`src/rtl/mac_accumulator.sv`:
```
// Accumulate stage behind the pipelined multiplier: sums ACC_LEN products per frame
// after a fixed warm-up, and holds each frame sum in a valid/ready output register.
module mac_accumulator #(
    parameter int PROD_W  = 6,
    parameter int ACC_LEN = 16,
    parameter int ACC_W   = 10,
    parameter int LAT     = 8,
    parameter int CNT_W   = $clog2(ACC_LEN)
) (
    input  logic              clk,
    input  logic              reset,
    input  logic [PROD_W-1:0] in_product,
    input  logic              in_valid,
    input  logic              clear,
    input  logic              out_ready,
    output logic [ACC_W-1:0]  out_acc,
    output logic              out_valid,
    output logic              out_sat,
    output logic              overrun,
    output logic              running,
    output logic [CNT_W-1:0]  frame_cnt
);

    localparam int SUM_W  = ACC_W + 1;
    localparam int WARM_W = (LAT > 2) ? $clog2(LAT) : 1;

    localparam logic [0:0] WARMUP = 1'b0;
    localparam logic [0:0] RUN    = 1'b1;

    localparam logic [ACC_W-1:0]  ACC_MAX   = '1;
    localparam logic [CNT_W-1:0]  LAST_CNT  = CNT_W'(ACC_LEN - 1);
    localparam logic [WARM_W-1:0] WARM_LAST = (LAT > 0) ? WARM_W'(LAT - 1) : '0;

    logic [0:0]        state_q,     state_d;
    logic [WARM_W-1:0] warm_cnt_q,  warm_cnt_d;
    logic [ACC_W-1:0]  acc_q,       acc_d;
    logic [CNT_W-1:0]  frame_cnt_q, frame_cnt_d;
    logic              sat_q,       sat_d;
    logic [ACC_W-1:0]  out_acc_q,   out_acc_d;
    logic              out_valid_q, out_valid_d;
    logic              out_sat_q,   out_sat_d;
    logic              overrun_q,   overrun_d;

    logic [SUM_W-1:0]  sum;
    logic              sample_sat;
    logic [ACC_W-1:0]  sum_clamped;
    logic              is_final;

    // One spare bit on the adder exposes the carry used for saturation.
    assign sum         = {1'b0, acc_q} + SUM_W'(in_product);
    assign sample_sat  = (sum > {1'b0, ACC_MAX});
    assign sum_clamped = sample_sat ? ACC_MAX : sum[ACC_W-1:0];
    assign is_final    = (frame_cnt_q == LAST_CNT);

    always_comb begin
        // NOTE: every _d starts from its _q so no path through this block infers a latch.
        state_d     = state_q;
        warm_cnt_d  = warm_cnt_q;
        acc_d       = acc_q;
        frame_cnt_d = frame_cnt_q;
        sat_d       = sat_q;
        out_acc_d   = out_acc_q;
        out_valid_d = out_valid_q;
        out_sat_d   = out_sat_q;
        overrun_d   = overrun_q;

        if (out_valid_q && out_ready) begin
            out_valid_d = 1'b0;
        end

        case (state_q)
            WARMUP: begin
                if (LAT <= 1 || warm_cnt_q == WARM_LAST) begin
                    state_d = RUN;
                end else begin
                    warm_cnt_d = warm_cnt_q + 1'b1;
                end
            end
            default: begin
                if (clear) begin
                    acc_d       = '0;
                    frame_cnt_d = '0;
                    sat_d       = 1'b0;
                end else if (in_valid) begin
                    if (is_final) begin
                        // A final sample always wins the output register; an unread
                        // result is lost only if the consumer is not taking it now.
                        out_acc_d   = sum_clamped;
                        out_sat_d   = sat_q | sample_sat;
                        out_valid_d = 1'b1;
                        if (out_valid_q && !out_ready) begin
                            overrun_d = 1'b1;
                        end
                        acc_d       = '0;
                        frame_cnt_d = '0;
                        sat_d       = 1'b0;
                    end else begin
                        acc_d       = sum_clamped;
                        frame_cnt_d = frame_cnt_q + 1'b1;
                        sat_d       = sat_q | sample_sat;
                    end
                end
            end
        endcase
    end

    // NOTE: state registers use non-blocking assignments so every flop samples pre-edge values.
    always_ff @(posedge clk) begin
        if (reset) begin
            state_q     <= WARMUP;
            warm_cnt_q  <= '0;
            acc_q       <= '0;
            frame_cnt_q <= '0;
            sat_q       <= 1'b0;
            out_acc_q   <= '0;
            out_valid_q <= 1'b0;
            out_sat_q   <= 1'b0;
            overrun_q   <= 1'b0;
        end else begin
            state_q     <= state_d;
            warm_cnt_q  <= warm_cnt_d;
            acc_q       <= acc_d;
            frame_cnt_q <= frame_cnt_d;
            sat_q       <= sat_d;
            out_acc_q   <= out_acc_d;
            out_valid_q <= out_valid_d;
            out_sat_q   <= out_sat_d;
            overrun_q   <= overrun_d;
        end
    end

    assign out_acc   = out_acc_q;
    assign out_valid = out_valid_q;
    assign out_sat   = out_sat_q;
    assign overrun   = overrun_q;
    assign running   = (state_q == RUN);
    assign frame_cnt = frame_cnt_q;

endmodule

```
`config.mk`:
```
export PLATFORM = sky130hd
export DESIGN_NAME = mac_accumulator
export DESIGN_NICKNAME = d
export VERILOG_FILES = /design/src/rtl/mac_accumulator.sv
export SDC_FILE = /design/constraint.sdc
export NUM_CORES = 1
export LEC_CHECK = 0
export CAP_MARGIN = 0
export CORE_ASPECT_RATIO = 1.1
export CORE_MARGIN = 2
export CORE_UTILIZATION = 50
export DETAILED_ROUTE_END_ITERATION = 7
export PLACE_DENSITY = 0.86
export RECOVER_POWER = 25
export SLEW_MARGIN = 10
export SYNTH_ARGS = -nofsm -noshare
export SYNTH_HDL_FRONTEND = slang
export SYNTH_SLANG_ARGS = --single-unit
```
`constraint.sdc`:
```
create_clock -name clk -period 3.9 [get_ports clk]
set_input_delay 0.975 -clock clk [delete_from_list [all_inputs] [get_ports clk]]
set_output_delay 0.975 -clock clk [all_outputs]
set_load 0.005 [all_outputs]
```
# Word-level counts from Yosys, hierarchy flattened
# Cells that the tools add are included.
[classes] addsub=3 order_cmp=1 eq_ne=2 n_mux=17 bitwise_logic=4 n_reduce_logical=8
[op_table] op="$mux 10" n=4
[op_table] op="$mux 4" n=3
[op_table] op="$add 10x6->11" n=1
[op_table] op="$gt 11x10->1 const B" n=1
[op_table] op="$mux 1" n=10
[op_table] op="$reduce_and 5->1" n=1
[op_table] op="$add 4x1->4 const B" n=1
[op_table] op="$eq 4x4->1 const B" n=1
[op_table] op="$reduce_and 2->1" n=2
[op_table] op="$reduce_and 4->1" n=1
[op_table] op="$add 3x1->3 const B" n=1
[op_table] op="$eq 3x3->1 const B" n=1
[op_table] op="$not 1->1" n=3
[op_table] op="$logic_and 1x1->1" n=2
[op_table] op="$reduce_bool 2->1" n=1
[op_table] op="$logic_not 1->1" n=1
[op_table] op="$or 1x1->1" n=1
[word_totals] reg_bits=32 input_bits=11 word_cells=44

# Depth between registers and ports, before layout
# Gate-level depths: netlist (run 1).
[logic_depth] ltp_word=6 mapped_depth=9 ltp_nobuf=8

# Worst setup path after synthesis (run 1)
# OpenSTA, ideal clock, no wires.
[synth_timing] kind="in2reg" start="input port in_product[0]" end="register acc_q[8]" setup_time_ns=0.134 arrival_ns=2.487 t_required_ns=3.766 slack_ns=1.280 cell_stages=8 n_path_buf=0 path_cell_list="ha_1 -> inv_1 -> fa_1 -> nand2b_1 -> a211o_1 -> and2_1 -> o31ai_1 -> a211oi_1"
[synth_between] elab_chain_cells=6
[synth_rtl] item="start: declaration" line="12" source="input logic [PROD_W-1:0] in_product,"
[synth_rtl] item="$add 10x6->11 *" line="50" source="assign sum = {1'b0, acc_q} + SUM_W'(in_product);"
[synth_rtl] item="$gt 11x10->1" line="51" source="assign sample_sat = (sum > {1'b0, ACC_MAX});"
[synth_rtl] item="$mux 10 *" line="52" source="assign sum_clamped = sample_sat ? ACC_MAX : sum[ACC_W-1:0];"
[synth_rtl] item="$mux 10 *" line="85" source="if (is_final) begin"
[synth_rtl] item="$mux 10 *" line="84" source="end else if (in_valid) begin"
[synth_rtl] item="$mux 10 *" line="80" source="if (clear) begin"
[synth_rtl] item="end signal: assignment" line="112" source="acc_q <= '0;"
[synth_rtl] item="end signal: assignment" line="122" source="acc_q <= acc_d;"
[synth_rtl] item="end: declaration" line="36" source="logic [ACC_W-1:0] acc_q, acc_d;"
# Mark *: on every way between the ends. The rest lies on a longest branch, timed or not. The select of a mux whose other input is x is not followed.
# A chain may end at the register's enable or synchronous reset.

# Worst setup path in the final report (run 1)
[layout_timing] start="input port in_product[0]" end="register acc_q[5]"
# Same word-level chain as after synthesis.

==> results of run 1 <==
## cell families (layout without fill, tap and decap cells)
kind of cell | Yosys count | in the layout
flip-flops | 32 | 32
buffers and inverters | 14 | 44
AND/OR/NAND/NOR | 65 | 65
adder cells (fa/ha/maj) | 10 | 10
AO/OA/AOI/OAI | 63 | 63
XOR/XNOR | 5 | 5
## through the flow
step | utilization, % | setup slack (ns)
floorplan | - | 1.28
global placement | 61.8 | 0.546
detailed placement | 61.8 | 0.439
CTS | 64.9 | 0.800
global route | 64.8 | 0.659
finish | 64.8 | 0.792
## layout by cell type, fill, tap and decap left out, drive strengths merged, types with 2 or more instances in the layout
master and instances:
a21oi 22, o21ai 22, xnor2 2, a211oi 3, nor3 6, nor4 3, clkdlybuf4s50 22, o31ai 2
nor2b 3, nand3 4, xor2 3, dfxtp 32, o21a 3, clkbuf 8, a221o 2, ha 9
dlygate4sd3 6, nor2 22, nand2b 3, inv 6, nand2 20
## power breakdown
group          internal [mW]  switching (mW)  leakage (nW)
registers              0.330         0.00234         0.258
clock network          0.170           0.112        0.0515
logic                 0.0184          0.0204         0.427
## layer usage
layer | wire length, microns | vias to the layer above | GRT usage, %
met5 | 0 | - | 0
met4 | 51 | 0 | 6.98
met3 | 172 | 6 | 5.54
met2 | 1690 | 36 | 34.5
met1 | 1550 | 698 | 26.3
li1 | - | 734 | -
## layout make-up
class	instances	area [sq um]	share of cell area, %
multi-input cells	143	883	44.7
flip-flops and latches	32	641	32.4
repair buffers	30	292	14.8
clock inverters	1	30.0	1.52
well taps	34	42.5	2.15
clock buffers	7	65.1	3.29
inverters	6	22.5	1.14
## tightest hold or removal path, cell delays in order, from the launching register on
cell,delay (ns)
dfxtp_1,0.33
nand2_1,0.05
o21ai_1,0.05
## path summary, 6_finish.rpt
kind	start	endpoint
setup / recovery	in_product[0]	acc_q[5]
hold reg to reg	acc_q[2]	acc_q[2]
setup reg to reg	acc_q[0]	acc_q[5]
hold / removal	acc_q[2]	acc_q[2]
## flip-flops by register name, indices dropped and copies added, names as in the netlist
name	flops
running	1
out_sat	1
out_valid	1
frame_cnt	4
out_acc	10
warm_cnt_q	3
acc_q	10
overrun	1
sat_q	1
==> impl_results.md, run 1 <==
- Register-to-register setup slack: 1.54 ns
- Gp weighted congestion: approximately 0.83
- TritonRoute pass-1 iters: 4
- Top FF cell, synth: dfxtp_1
- RSZ-0062 raised after global routing: no
- Synth Area in Compound Gates: 25.8%
- CP delay by family, top: compound AO/OA/AOI/OAI gates
- Area growth, synth to finish: 24.0%
- Post-Place Cells: 245
- Boundary Pins: 29
- Final Cell Area: around 2000 sq um
- Initial DRC count: 63
- Syn_area_per_cell: 8.43 sq um
- Final min period: between 3 and 4 ns
- I/O Buffers: 28
- Worst path depth: 9
- Die area: 3650 sq um
- Root buffer cell: clkbuf_4
- Worst EP arrival: ~3.4 ns
- Initial antenna violation count: 0
- Worst Tran Pin Value: 0.819 ns
- Hold WC Path Type: reg -> reg
- Leak: 0.736 nW
- Remaining Overflow, GRT: 0
- Clk Latency, worst-skew pair: 0.33 ns
- Synth Instances: 189
- Max VDD drop: 0.415 mV
- Crit path buf inv count: 2
- Overall routing resource usage: between 20% and 30%
- Tcrit/Tclk final: 79.7%
- Worst Path Max Fanout: 13
- Post-synthesis mux area share: 0%
- Largest cells by area after synthesis: dfxtp_1, ha_1, a21oi_1
- CTS tree: built
- Cell-by-cell trace of the critical path: clkdlybuf4s50_1 -> ha_1 -> inv_1 -> fa_1 -> nand2b_1 -> a211o_1 -> a21oi_2 -> o21ai_0 -> a21oi_1
- Number of synthesized flops with an enable pin: 0
- Core Region: 3050 sq um
- Clock skew: 0.0101 ns
- CP endpoint kind: flop
- Critical path class: in -> reg
- Max H-tree Level: 2
- Post-Synth Adder-Cell Area: around 8.3%
- Max capacitance violation total: 0
- Endpoints failing setup: 0
- Status: completed
- Hold path cells: 2
- Post-synthesis net count: 210
- Power Density: 331 nW/um^2
- Postcts setup bufs: 0
- Num CTS Buffers: 5
- Worst-path clk slew: 0.10 ns
- Slowest CP cell: a21oi_2
- Cell count of the worst reg-to-reg path: 8
- Final Total Pwr: 0.654 mW
- Fmax: 322 MHz
- Leading area contributor after synthesis: dfxtp_1
- Wire length of the first global-routing pass: 6020 microns
- Simple-gate share of the synthesized area: 18.5%
- Post-Layout Cell Count: 253
- # DRC: 0
- Flops & latches, synth: 32
- Post-synth top area share: ~40%
- ANT nets after route: 0
- Slew margin rel.: 45.4%
- Syn. warnings: 0
- Final TNS setup: 0 ns
- DP Wirelength: 2500 microns
- Ys async rst share: 0%
- Sequential area share after synthesis: 40.2%
- Max incr delay on CP: about 0.48 ns
- CTS resizes: 0
- Count leader, synth: dfxtp_1
- Clock Sinks: 32
- Hold WS: 0.467 ns
- Final Hold Fails: 0
- Die W: 57.8 microns
- Vias in the first global route: 1,370
- Clock Path Buffers: 2
- Chip height: 63.2 microns
- Layout cell share with drive strength beyond 1: 7.31%
- Syn Std Cell Area: 1590 sq um
- Largest family of logic cells by synthesized area: compound AO/OA/AOI/OAI gates
- Via/cell ratio: roughly 5.8
- Startpoint types: input port
- Post-Synth XOR/XNOR Area: 2.75%
- Post-placement cell area: 1880 sq um
- Wire per inst: 13.7 microns
- Diode count: 0
- Worst EP required: 4.16 ns
- Hold buffer count at CTS: 0
- Largest net degree at the start of global routing: 20
- Fillers: 277
- Count of different cell masters after synthesis: 43
- Drt total wl: 3460 microns
- Num rows: 21
- Initial Utilization: 52.3%
- Vias: 1,474
- Final net count: 239
- Commonest cells post-synth: dfxtp_1, nor2_1, a21oi_1, nand2_1, o21ai_0
- Slew Limit Fails: 0
Power figures use the tool's default switching activity.
==> run 2: changes to the inputs <==
- clock period: 3.9 -> 2.98 ns (I/O delays scaled with it)
==> run 2 against run 1 <==
Effect of this change:
- clock skew rose by 0.0037 ns
- critical path depth did not move
- routed wire length shrank 1.6%
- cell count increased by 2.0%
- die area unchanged
- total power rose by 23%
- global-route usage shrank 1.0 points
- critical path type unchanged
- critical endpoint is now acc_q[8]
- largest cell class unchanged
- largest power group unchanged
==> impl_results.md, run 2 (synthesis results as in run 1) <==
- Status: completed
- Startpoint types: input port
- Vias: around 1,500
- Worst Path Max Fanout: 3
- Max H-tree Level: 2
- Fmax: 376 MHz
- Hold buffer count at CTS: 0
- Worst EP required: ~3.2 ns
- NetSw: 0.174 mW
- Final min period: 2.66 ns
- Overall routing resource usage: 19.9%
- ANT nets after route: 0
- Post-Layout Cell Count: roughly 260
- Clock skew: 0.0138 ns
- Postcts setup bufs: 0
- Chip height: 63.2 microns
- # DRC: 0
- TritonRoute pass-1 iters: 4
- Num rows: 21
- Num CTS Buffers: 5
- Final Cell Area: approximately 2000 sq um
- Wire per inst: 13.2 microns
- Final TNS setup: 0 ns
- Clock Sinks: 32
- Slew Limit Fails: 0
- Hold WC Path Type: reg -> reg
- Root buffer cell: clkbuf_4
- Critical path class: in -> reg
- Most frequent cells in the layout: dfxtp_1, clkdlybuf4s50_1, nor2_1, a21oi_1, nand2_1
- Logic pwr share: 6.1%
- Leak: 0.747 nW
- Boundary Pins: 29
- Initial antenna violation count: 0
- Initial Utilization: 52.3%
- Post-placement cell area: 1920 sq um
- Die area: 3650 sq um
- Final WS setup: approximately 0.32 ns
- Pre-CTS setup slack: -0.00967 ns
- Vias in the first global route: around 1,300
- Max incr delay on CP: 0.46 ns
- Initial DRC count: 73
- DP Wirelength: 2500 microns
- Worst EP arrival: 2.84 ns
- Tcrit/Tclk final: 89.3%
- Slew margin rel.: 48.4%
- Drt total wl: around 3400 microns
- CP endpoint kind: flop
- Slowest CP cell: clkdlybuf4s50_1
- CTS tree: built
- Area growth, synth to finish: 25.0%
- Gp weighted congestion: roughly 0.84
- Core Region: 3050 sq um
- Clock Path Buffers: 2
- Sw Ratio: between 20% and 30%
- Power Density: 405 nW/um^2
- Via/cell ratio: around 5.7
- Internal: roughly 0.63 mW
- Cell-by-cell trace of the critical path: clkdlybuf4s50_1 -> ha_1 -> inv_1 -> fa_1 -> nand2b_1 -> a211o_1 -> and2_1 -> o31ai_1 -> a211oi_1
- I/O Buffers: 28
- Remaining Overflow, GRT: 0
- Max VDD drop: 0.385 mV
- Clock network fraction of total power: around two fifths
- Hold WS: around 0.46 ns
- Worst-path clk slew: ~0.090 ns
- Die W: a little under 60 microns
- Max capacitance violation total: 0
- Wire length of the first global-routing pass: 5840 microns
- Largest net degree at the start of global routing: 19
- CTS resizes: 0
- Sequential share of power: 54.0%
- Worst Tran Pin Value: 0.774 ns
- Clk Latency, worst-skew pair: between 0.3 and 0.4 ns
- Post-Place Cells: 250
- Commonest non-fill, non-tap cell in the layout: dfxtp_1
- Final Hold Fails: 0
- Final net count: 244
- RSZ-0062 raised after global routing: no
- Fillers: 262
- Endpoints failing setup: 0
- Layout cell share with drive strength beyond 1: under 10%
- Diode count: 0
==> run 2: changes by cell type in the layout (fill, tap and decap cells not counted) <==
| cell | before | now |
|---|---|---|
| buf_4 | 1 | 5 |
| clkbuf_1 | 1 | 3 |
| clkbuf_8 | 2 | 0 |
| clkdlybuf4s50_1 | 22 | 23 |
| clkinv_2 | 0 | 1 |
| dlygate4sd3_1 | 6 | 5 |
==> run 2: final cells by class <==
class,instances,area (sq um),share of cell area [%]
Clock inverter,2,35.0,1.76
Clock buffer,6,41.3,2.07
Inverter,6,22.5,1.13
Timing Repair Buffer,35,325,16.3
Multi-Input combinational cell,143,883,44.4
Sequential cell,32,641,32.2
Tap cell,34,42.5,2.14
==> run 2: stage by stage <==
step / utilization, % / total power [mW]
floorplan: - / 0.473
global placement: 63.1 / 0.494
detailed placement: 63.1 / 0.495
CTS: 65.6 / 0.815
global route: 65.3 / 0.839
finish: 65.3 / 0.806
==> run 2: worst paths after layout <==
check | startpoint | depth (start not counted) | slack, ns | to
max | in_product[0] | 9 | 0.32 | acc_q[8]
max reg2reg | acc_q[0] | 8 | 0.85 | acc_q[8]
min reg2reg | acc_q[5] | 2 | 0.46 | acc_q[5]
min | acc_q[5] | 2 | 0.46 | acc_q[5]
==> run 2: metal layers <==
metal  track usage [%]  vias to the layer above  routed length, microns  part of all wire (%)
li1                  -                      744                       -                     -
met1              25.5                      682                    1560                    46
met2              33.0                       44                    1630                    48
met3              3.70                        8                     157                   4.6
met4              7.27                        0                      57                   1.7
met5                 0                        -                       0                     0
==> run 2: critical path: cells and delay by family <==
kind,cells,cell delay (ns)
AND/OR/NAND/NOR,2,0.39
adder cells (fa/ha/maj),2,0.56
AO/OA/AOI/OAI,3,0.63
buffers and inverters,2,0.52
==> run 2: power by group through the flow <==
stage                     clock network, mW  registers, mW  logic, mW
after global routing                  0.347          0.436     0.0556
after floorplan                           0          0.444     0.0287
final                                 0.322          0.435     0.0492
after CTS                             0.329          0.435     0.0508
after detailed placement                  0          0.445     0.0505
after global placement                    0          0.445     0.0497
